**config.mk**
```make
export PLATFORM = sky130hd
export DESIGN_NAME = io_supply_seq
export DESIGN_NICKNAME = d
export VERILOG_FILES = /design/src/rtl/io_supply_pkg.sv /design/src/rtl/io_supply_seq.sv
export SDC_FILE = /design/constraint.sdc
export NUM_CORES = 1
export LEC_CHECK = 0
export CORE_MARGIN = 4
export CORE_UTILIZATION = 55
export CTS_BUF_LIST = sky130_fd_sc_hd__clkbuf_4 sky130_fd_sc_hd__clkbuf_8
export DETAILED_ROUTE_END_ITERATION = 7
export PLACE_DENSITY = 0.85
export SLEW_MARGIN = 20
export SYNTH_ARGS = -nofsm -noshare
export SYNTH_HDL_FRONTEND = slang
export SYNTH_SLANG_ARGS = --single-unit
```
**constraint.sdc**
```tcl
create_clock -name clk -period 2.92 [get_ports clk]
set_input_delay 0.292 -clock clk [delete_from_list [all_inputs] [get_ports clk]]
set_output_delay 0.292 -clock clk [all_outputs]
set_load 0.05 [all_outputs]
```
**src/rtl/io_supply_pkg.sv**
```systemverilog
// Shared types and sizing helpers for the IO supply-domain sequencer.
// Imported by io_supply_seq.
package io_supply_pkg;

   typedef enum logic [2:0] {
      DOWN,
      RAMP_UP,
      SETTLE_UP,
      UP,
      ISO_DN,
      RAMP_DN,
      FAULT
   } seq_state_e;

   function automatic int idx_w(input int n);
      return (n <= 1) ? 1 : $clog2(n);
   endfunction

   function automatic int cnt_w(input int s, input int t, input int d);
      int m;
      m = s;
      if (t > m) m = t;
      if (d > m) m = d;
      return $clog2(m + 1);
   endfunction

endpackage

```
**src/rtl/io_supply_seq.sv**
```systemverilog
// N-domain IO supply sequencer: ordered power-up/down, isolation gating,
// power-good timeout checking and sticky fault latching.
module io_supply_seq
   import io_supply_pkg::*;
#(
   parameter int N_DOM       = 3,
   parameter int SETTLE_CYC  = 4,
   parameter int TIMEOUT_CYC = 16,
   parameter int DOWN_CYC    = 3
) (
   input  logic                      clk,
   input  logic                      rst,
   input  logic                      pwr_req,
   input  logic [N_DOM-1:0]          pgood,
   input  logic                      fault_clr,
   output logic [N_DOM-1:0]          dom_en,
   output logic [N_DOM-1:0]          dom_iso,
   output logic                      all_up,
   output logic                      all_down,
   output logic                      busy,
   output logic                      fault,
   output logic [idx_w(N_DOM)-1:0]   fault_dom
);

   localparam int IDXW = idx_w(N_DOM);
   localparam int CW   = cnt_w(SETTLE_CYC, TIMEOUT_CYC, DOWN_CYC);

   localparam logic [IDXW-1:0] LAST  = IDXW'(N_DOM - 1);
   localparam logic [CW-1:0]   SET_M = CW'(SETTLE_CYC - 1);
   localparam logic [CW-1:0]   TO_M  = CW'(TIMEOUT_CYC - 1);
   localparam logic [CW-1:0]   DN_M  = CW'(DOWN_CYC - 1);

   seq_state_e       state_q, state_d;
   logic [IDXW-1:0]  idx_q, idx_d;
   logic [CW-1:0]    cnt_q, cnt_d;
   logic [N_DOM-1:0] en_q, en_d;
   logic [N_DOM-1:0] iso_q, iso_d;
   logic             fault_q, fault_d;
   logic [IDXW-1:0]  fdom_q, fdom_d;
   logic             up_q, up_d;
   logic             dn_q, dn_d;
   logic             busy_q, busy_d;

   logic             any_bad;
   logic [IDXW-1:0]  low_bad;
   logic [IDXW-1:0]  idx_inc;

   assign idx_inc = idx_q + 1'b1;

   // Lowest enabled domain that lost power-good.
   always_comb begin
      any_bad = 1'b0;
      low_bad = '0;
      for (int i = N_DOM - 1; i >= 0; i--) begin
         if (en_q[i] && !pgood[i]) begin
            any_bad = 1'b1;
            low_bad = IDXW'(i);
         end
      end
   end

   always_comb begin
      state_d = state_q;
      idx_d   = idx_q;
      cnt_d   = cnt_q;
      en_d    = en_q;
      iso_d   = iso_q;
      fault_d = fault_q;
      fdom_d  = fdom_q;

      unique case (state_q)
         DOWN: begin
            if (pwr_req && !fault_q) begin
               en_d[0] = 1'b1;
               idx_d   = '0;
               cnt_d   = '0;
               state_d = RAMP_UP;
            end
         end
         RAMP_UP: begin
            cnt_d = cnt_q + 1'b1;
            if (!pgood[idx_q] && cnt_q == TO_M) begin
               state_d = FAULT;
               en_d    = '0;
               iso_d   = '1;
               fault_d = 1'b1;
               fdom_d  = idx_q;
            end else if (!pwr_req) begin
               state_d = ISO_DN;
            end else if (pgood[idx_q]) begin
               cnt_d   = '0;
               state_d = SETTLE_UP;
            end
         end
         SETTLE_UP: begin
            if (!pgood[idx_q]) begin
               state_d = FAULT;
               en_d    = '0;
               iso_d   = '1;
               fault_d = 1'b1;
               fdom_d  = idx_q;
            end else if (!pwr_req) begin
               state_d = ISO_DN;
            end else if (cnt_q == SET_M) begin
               iso_d[idx_q] = 1'b0;
               if (idx_q == LAST) begin
                  state_d = UP;
               end else begin
                  idx_d         = idx_inc;
                  en_d[idx_inc] = 1'b1;
                  cnt_d         = '0;
                  state_d       = RAMP_UP;
               end
            end else begin
               cnt_d = cnt_q + 1'b1;
            end
         end
         UP: begin
            // A supply loss outranks a simultaneous power-down request.
            if (any_bad) begin
               state_d = FAULT;
               en_d    = '0;
               iso_d   = '1;
               fault_d = 1'b1;
               fdom_d  = low_bad;
            end else if (!pwr_req) begin
               idx_d   = LAST;
               state_d = ISO_DN;
            end
         end
         ISO_DN: begin
            iso_d[idx_q] = 1'b1;
            cnt_d        = '0;
            state_d      = RAMP_DN;
         end
         RAMP_DN: begin
            if (cnt_q == DN_M) begin
               en_d[idx_q] = 1'b0;
               if (idx_q == '0) begin
                  state_d = DOWN;
               end else begin
                  idx_d   = idx_q - 1'b1;
                  state_d = ISO_DN;
               end
            end else begin
               cnt_d = cnt_q + 1'b1;
            end
         end
         FAULT: begin
            if (fault_clr && !pwr_req) begin
               fault_d = 1'b0;
               state_d = DOWN;
            end
         end
         default: state_d = DOWN;
      endcase

      up_d   = (state_d == UP);
      dn_d   = (state_d == DOWN);
      busy_d = (state_d == RAMP_UP) || (state_d == SETTLE_UP) ||
               (state_d == ISO_DN)  || (state_d == RAMP_DN);
   end

   always_ff @(posedge clk) begin
      if (rst) begin
         state_q <= DOWN;
         idx_q   <= '0;
         cnt_q   <= '0;
         en_q    <= '0;
         iso_q   <= '1;
         fault_q <= 1'b0;
         fdom_q  <= '0;
         up_q    <= 1'b0;
         dn_q    <= 1'b1;
         busy_q  <= 1'b0;
      end else begin
         state_q <= state_d;
         idx_q   <= idx_d;
         cnt_q   <= cnt_d;
         en_q    <= en_d;
         iso_q   <= iso_d;
         fault_q <= fault_d;
         fdom_q  <= fdom_d;
         up_q    <= up_d;
         dn_q    <= dn_d;
         busy_q  <= busy_d;
      end
   end

   // A de-isolated domain must always be powered.
   always_ff @(posedge clk) begin
      if (!rst) begin
         assert (&(iso_q | en_q))
            else $error("de-isolated domain without enable");
      end
   end

   assign dom_en    = en_q;
   assign dom_iso   = iso_q;
   assign all_up    = up_q;
   assign all_down  = dn_q;
   assign busy      = busy_q;
   assign fault     = fault_q;
   assign fault_dom = fdom_q;

endmodule

```
==> results of run 1 <==
cells in the mapped netlist (all sizes together), types with 2 or more instances:
cell type	instances
a31o	2
a21oi	16
dfxtp	22
o211ai	2
ha	7
nand2	15
nor4	2
o21ai	19
a22oi	2
a221oi	2
nand3b	3
o311ai	2
nor4b	2
nor2b	6
buf	4
and3	3
clkbuf	3
nor3	11
inv	10
a31oi	4
nand2b	4
a21boi	2
nor3b	2
or4	2
a311oi	4
a211oi	2
xnor2	2
nor2	17
nand3	10
o21a	2
mux2i	4
layer usage:
metal	up-vias	global-route usage [%]	part of all wire (%)
met1	740	32.5	42
li1	779	-	-
met4	0	9.60	3.3
met5	-	0	0
met2	86	40.0	47
met3	22	4.47	7.2
stage by stage:
stage,hold slack [ns],cell area (um2),worst slack (ns)
floorplan,0.476,1540,0.839
global placement,0.472,1750,0.482
detailed placement,0.477,1750,0.384
CTS,0.511,1790,0.638
global route,0.537,1790,0.420
finish,0.514,1790,0.640
final timing paths:
| check | depth (start not counted) | to | slack (ns) | start |
|---|---|---|---|---|
| max | 7 | idx_q[0] | 0.64 | cnt_q[0] |
| min | 2 | fault | 0.51 | fault |
| max reg2reg | 7 | idx_q[0] | 0.64 | cnt_q[0] |
| min reg2reg | 2 | fault | 0.51 | fault |
registers in the layout (all words and copies together) (netlist names):
name and count:
all_down 1, all_up 1, busy 1, cnt_q 5, dom_en 3, dom_iso 3
fault 1, fault_dom 2, idx_q 2, state_q 3
logic make-up (layout without fill, tap and decap cells):
group           Yosys count  count (layout)  synth area share (%)
simple gates             81              81                  28.5
compound gates           65              65                  28.2
flops                    22              22                  28.7
buf+inv                  17              36                  4.48
fa+ha+maj                 7               7                  5.70
mux                       5               5                  3.34
xor+xnor                  2               2                  1.14
critical path, stage by stage, from the launching register on:
cell and delay, ns:
dfxtp_1 0.41, ha_1 0.26, or4b_4 0.53, or3_4 0.37
o21ai_2 0.14, nand3b_2 0.13, a211o_1 0.30, a21oi_2 0.10
power groups by stage:
stage	combinational [mW]	sequential (mW)	clock (mW)
finish	0.515	0.399	0.177
global route	0.556	0.405	0.196
CTS	0.508	0.396	0.179
detailed placement	0.504	0.403	0
global placement	0.495	0.399	0
floorplan	0.318	0.449	0
cell type report:
type	instances	share of cell area, %
Clock buffer	4	2.03
Tap cell	30	2.10
Multi-Input combinational cell	160	57.4
Inverter	10	2.10
Sequential cell	22	24.6
Timing Repair Buffer	22	11.7
==> impl_metrics.json, run 1 <==
{
  "outcome": "complete, no violations",
  "max_freq_ghz": 0.439,
  "viasPerCell": 6.56,
  "ys_async_sr_fraction_pct": 0,
  "antenna_found_initial": 0,
  "power.total_mw": 1.09,
  "syn-cell-area_um2": 1540,
  "p_leak_nw": 0.625,
  "finalHoldViolCount": 0,
  "p_int_mw": 0.608,
  "ir_drop_v": 0.000614,
  "syn-mean-instance-area_um2": 7.72,
  "drive_gt1_share_pct": 9.63,
  "insertion_delay_ns": 0.32,
  "synth_top_area_share_pct": 28.7,
  "hpwl_mm": 3.06,
  "worstMarginPinSlew_ns": 0.685,
  "finClkSkew_ns": 0.0101,
  "tns_ns": 0,
  "grt_pass1_wl_mm": 6.94,
  "final_cell_mix": "dfxtp_1, o21ai_0, clkdlybuf4s50_1, nor2_1",
  "crit_type": "reg2reg",
  "worstPathMaxFanout": 6,
  "grt_setup_unrepaired": "false",
  "start_kind": "flip-flop",
  "regArea_um2": 440,
  "power_frac_comb_pct": 47.2,
  "die_area_um2": 3700,
  "hold_class": "reg2reg",
  "fp.dieW_um": 60.9,
  "grt_max_degree": 22,
  "finalMaxSlewViolations": 0,
  "wl_per_cell_um": 16.7,
  "cap_violations": 0,
  "synth-main-ff-cell": "dfxtp_1",
  "grt_use_total_pct": 24.7,
  "clock_sinks": 22,
  "clockRootBuffer": "clkbuf_4",
  "fill_cells": 217,
  "initial_core_util_pct": 59.8,
  "post-route-drc-count": 0,
  "drt_pass1_iterations": 7,
  "grt-ovfl-total": 0,
  "clk_path_buf_depth": 2,
  "postCtsResizedCells": 0,
  "syn_inst": 199,
  "cts_buffers": 3,
  "area_growth_pct": 16.4,
  "yosysWarningCount": 0,
  "port_buffers": 18,
  "yosysUniqueCellTypes": 48,
  "htreeDepth": 1,
  "vias": 1627,
  "ioPinCount": 19,
  "switching_share_pct": 44.3,
  "endpoint_kind": "flip-flop",
  "num_rows": 18,
  "setup_viol": 0,
  "p_seq_share_pct": 36.6,
  "wl_mm": 4.14,
  "ys_seq_area_share_pct": 28.7,
  "switchingPower_mw": 0.483,
  "grt_pass1_vias": 1493,
  "core_um2": 2570,
  "detail_route.iter0.violations": 175,
  "antennaDiodeCount": 0,
  "postCtsSetupRepairBufs": 0,
  "synth.area.top_cells": "dfxtp_1, o21ai_0, ha_1",
  "final_util_pct": 69.7,
  "relSlewSlack_pct": 54.3,
  "clkPwrFrac_pct": 16.2,
  "layout_commonest_cell": "dfxtp_1",
  "postCtsHoldBufs": 0,
  "gp_congestion": 0.985,
  "clk_pin_slew_ns": 0.13,
  "synth_edf_count": 0,
  "cp_data_required_time_ns": 3.19,
  "layoutNonFillerInstCount": 248,
  "cts_tree": "built",
  "multi_input_area_um2": 1030,
  "die_height_um": 60.9,
  "min_period_ns": 2.28,
  "final_net_count": 233,
  "yosys.area.top_type": "dfxtp_1",
  "synth_nets": 213,
  "dp_cells": 244,
  "crit_arrival_ns": 2.55,
  "yosys_register_bits": 22,
  "ant_nets": 0,
  "cellPowerDensity_nw_per_um2": 610,
  "period_share_pct": 78.1
}
Note: power is estimated with default switching activity, not from simulation.
==> run 2: changes to the inputs <==
--- a/config.mk
+++ b/config.mk
@@ -6,10 +6,10 @@
 export NUM_CORES = 1
 export LEC_CHECK = 0
 export CORE_MARGIN = 4
-export CORE_UTILIZATION = 55
+export CORE_UTILIZATION = 52
 export CTS_BUF_LIST = sky130_fd_sc_hd__clkbuf_4 sky130_fd_sc_hd__clkbuf_8
 export DETAILED_ROUTE_END_ITERATION = 7
-export PLACE_DENSITY = 0.85
+export PLACE_DENSITY = 0.84
 export SLEW_MARGIN = 20
 export SYNTH_ARGS = -nofsm -noshare
 export SYNTH_HDL_FRONTEND = slang
==> constraint.sdc (replaced) <==
create_clock -name clk -period 1.9 [get_ports clk]
set_input_delay 0.19 -clock clk [delete_from_list [all_inputs] [get_ports clk]]
set_output_delay 0.19 -clock clk [all_outputs]
set_load 0.05 [all_outputs]
==> run 2 against run 1 <==
Against the previous run: the run now ends with negative setup slack left; maximum frequency rose by 4.6%; setup slack got worse by 0.92 ns; sequential share of layout area fell by 6.8 points; cell count rose by 23%; global-route usage rose by 4.7 points; clock power rose by 56%; highest routed layer unchanged.
==> impl_metrics.json, run 2 (synthesis gave the netlist of run 1 again) <==
{
  "insertion_delay_ns": 0.32,
  "wl_per_cell_um": 23.8,
  "clk_path_buf_depth": 2,
  "cellPowerDensity_nw_per_um2": 859,
  "crit_type": "reg2reg",
  "grt_max_degree": 21,
  "antennaDiodeCount": 0,
  "vias": 2192,
  "clk_pin_slew_ns": 0.14,
  "violations": "negative setup slack",
  "htreeDepth": 1,
  "endpoint_kind": "flip-flop",
  "final_cell_mix": "buf_4, clkdlybuf4s50_1, dfxtp_1",
  "drive_gt1_share_pct": 42.9,
  "largest-register": "cnt_q",
  "p_leak_nw": 0.958,
  "whs_path_depth": 1,
  "gp_congestion": 0.986,
  "cap_violations": 0,
  "final_util_pct": 90.3,
  "setup_ws_ns": -0.280,
  "ir_drop_v": 0.000994,
  "die_height_um": 62.4,
  "ant_nets": 0,
  "post-route-drc-count": 0,
  "worstMarginPinSlew_ns": 0.637,
  "grt_use_total_pct": 29.4,
  "cts_buffers": 3,
  "power.total_mw": 2.16,
  "largest_reg_flops": 5,
  "reg2reg_depth": 8,
  "die_area_um2": 3890,
  "cp_data_required_time_ns": 2.13,
  "relSlewSlack_pct": 57.4,
  "max_freq_ghz": 0.459,
  "setup_viol": 18,
  "layout_commonest_cell": "buf_4",
  "dp_cells": 289,
  "grt-ovfl-total": 0,
  "period_share_pct": 115,
  "core_um2": 2780,
  "grt_pass1_vias": 1996,
  "ioPinCount": 19,
  "layoutNonFillerInstCount": 304,
  "drt_pass1_iterations": 7,
  "crit_arrival_ns": 2.41,
  "worstPathMaxFanout": 5,
  "num_rows": 19,
  "start_kind": "flip-flop",
  "finalHoldViolCount": 0,
  "outcome": "finished, violations left",
  "viasPerCell": 7.21,
  "placed_area_um2": 2130,
  "finClkSkew_ns": 0.00350,
  "final_net_count": 288,
  "final_cell_area_um2": 2510,
  "detail_route.iter0.violations": 364,
  "port_buffers": 18,
  "hold_class": "reg2reg",
  "clockRootBuffer": "clkbuf_4",
  "fp.dieW_um": 62.4,
  "initial_core_util_pct": 55.2,
  "grt_setup_unrepaired": "true",
  "min_period_ns": 2.18,
  "clock_sinks": 22,
  "cts_tree": "built",
  "wl_mm": 7.24,
  "grt_pass1_wl_mm": 9.54,
  "antenna_found_initial": 0,
  "area_growth_pct": 63.5,
  "finalMaxSlewViolations": 0,
  "tns_ns": -2.49,
  "hpwl_mm": 3.81
}
-- run 2: stage by stage --
stage	setup slack, ns	hold WS [ns]
2_1_floorplan	-0.0576	0.424
3_3_place_gp	-0.198	0.467
3_5_place_dp	-0.267	0.483
4_1_cts	-0.158	0.508
5_1_grt	-0.373	0.531
6_report	-0.280	0.503
-- run 2: worst max-delay path, stage by stage (launching register included) --
cell and delay [ns]:
dfxtp_2 0.38, ha_4 0.15, buf_4 0.11, buf_4 0.11, nor4b_2 0.47, a2111oi_4 0.19
nor3_2 0.35, o21ai_0 0.19, o21ai_0 0.15
-- run 2: area by class of cell --
type / count / area, um2
fillers: 118 / 269
multi-input cells: 160 / 1300
clock buffers: 4 / 36.3
inverters: 10 / 40.0
well taps: 31 / 38.8
flip-flops and latches: 22 / 448
repair buffers: 77 / 647
-- run 2: power by group --
| group | internal [mW] | switching (mW) | total [mW] | leakage (nW) |
|---|---|---|---|---|
| clock | 0.117 | 0.160 | 0.277 | 0.0210 |
| sequential | 0.526 | 0.0668 | 0.593 | 0.182 |
| combinational | 0.525 | 0.765 | 1.29 | 0.756 |
| total | 1.17 | 0.991 | 2.16 | 0.958 |
-- run 2: final timing paths --
check                     from           end  slack, ns
setup / recovery      cnt_q[1]      cnt_q[2]      -0.28
hold / removal    fault_dom[0]  fault_dom[0]       0.50
setup reg to reg      cnt_q[1]      cnt_q[2]      -0.28
hold reg to reg   fault_dom[0]  fault_dom[0]       0.50
-- run 2: layer usage --
layer	global-route usage, %	up-vias	wire [um]
met1	35.9	988	2610
met5	0	-	0
met3	7.03	70	881
met4	11.1	0	463
met2	49.6	245	3290
li1	-	889	-
-- run 2: what timing repair did --
item	in CTS	in global routing
resized for setup	22	37
setup buffers	6	6
pin swaps	4	20
hold buffers	0	0
endpoints found under the setup margin	19	22
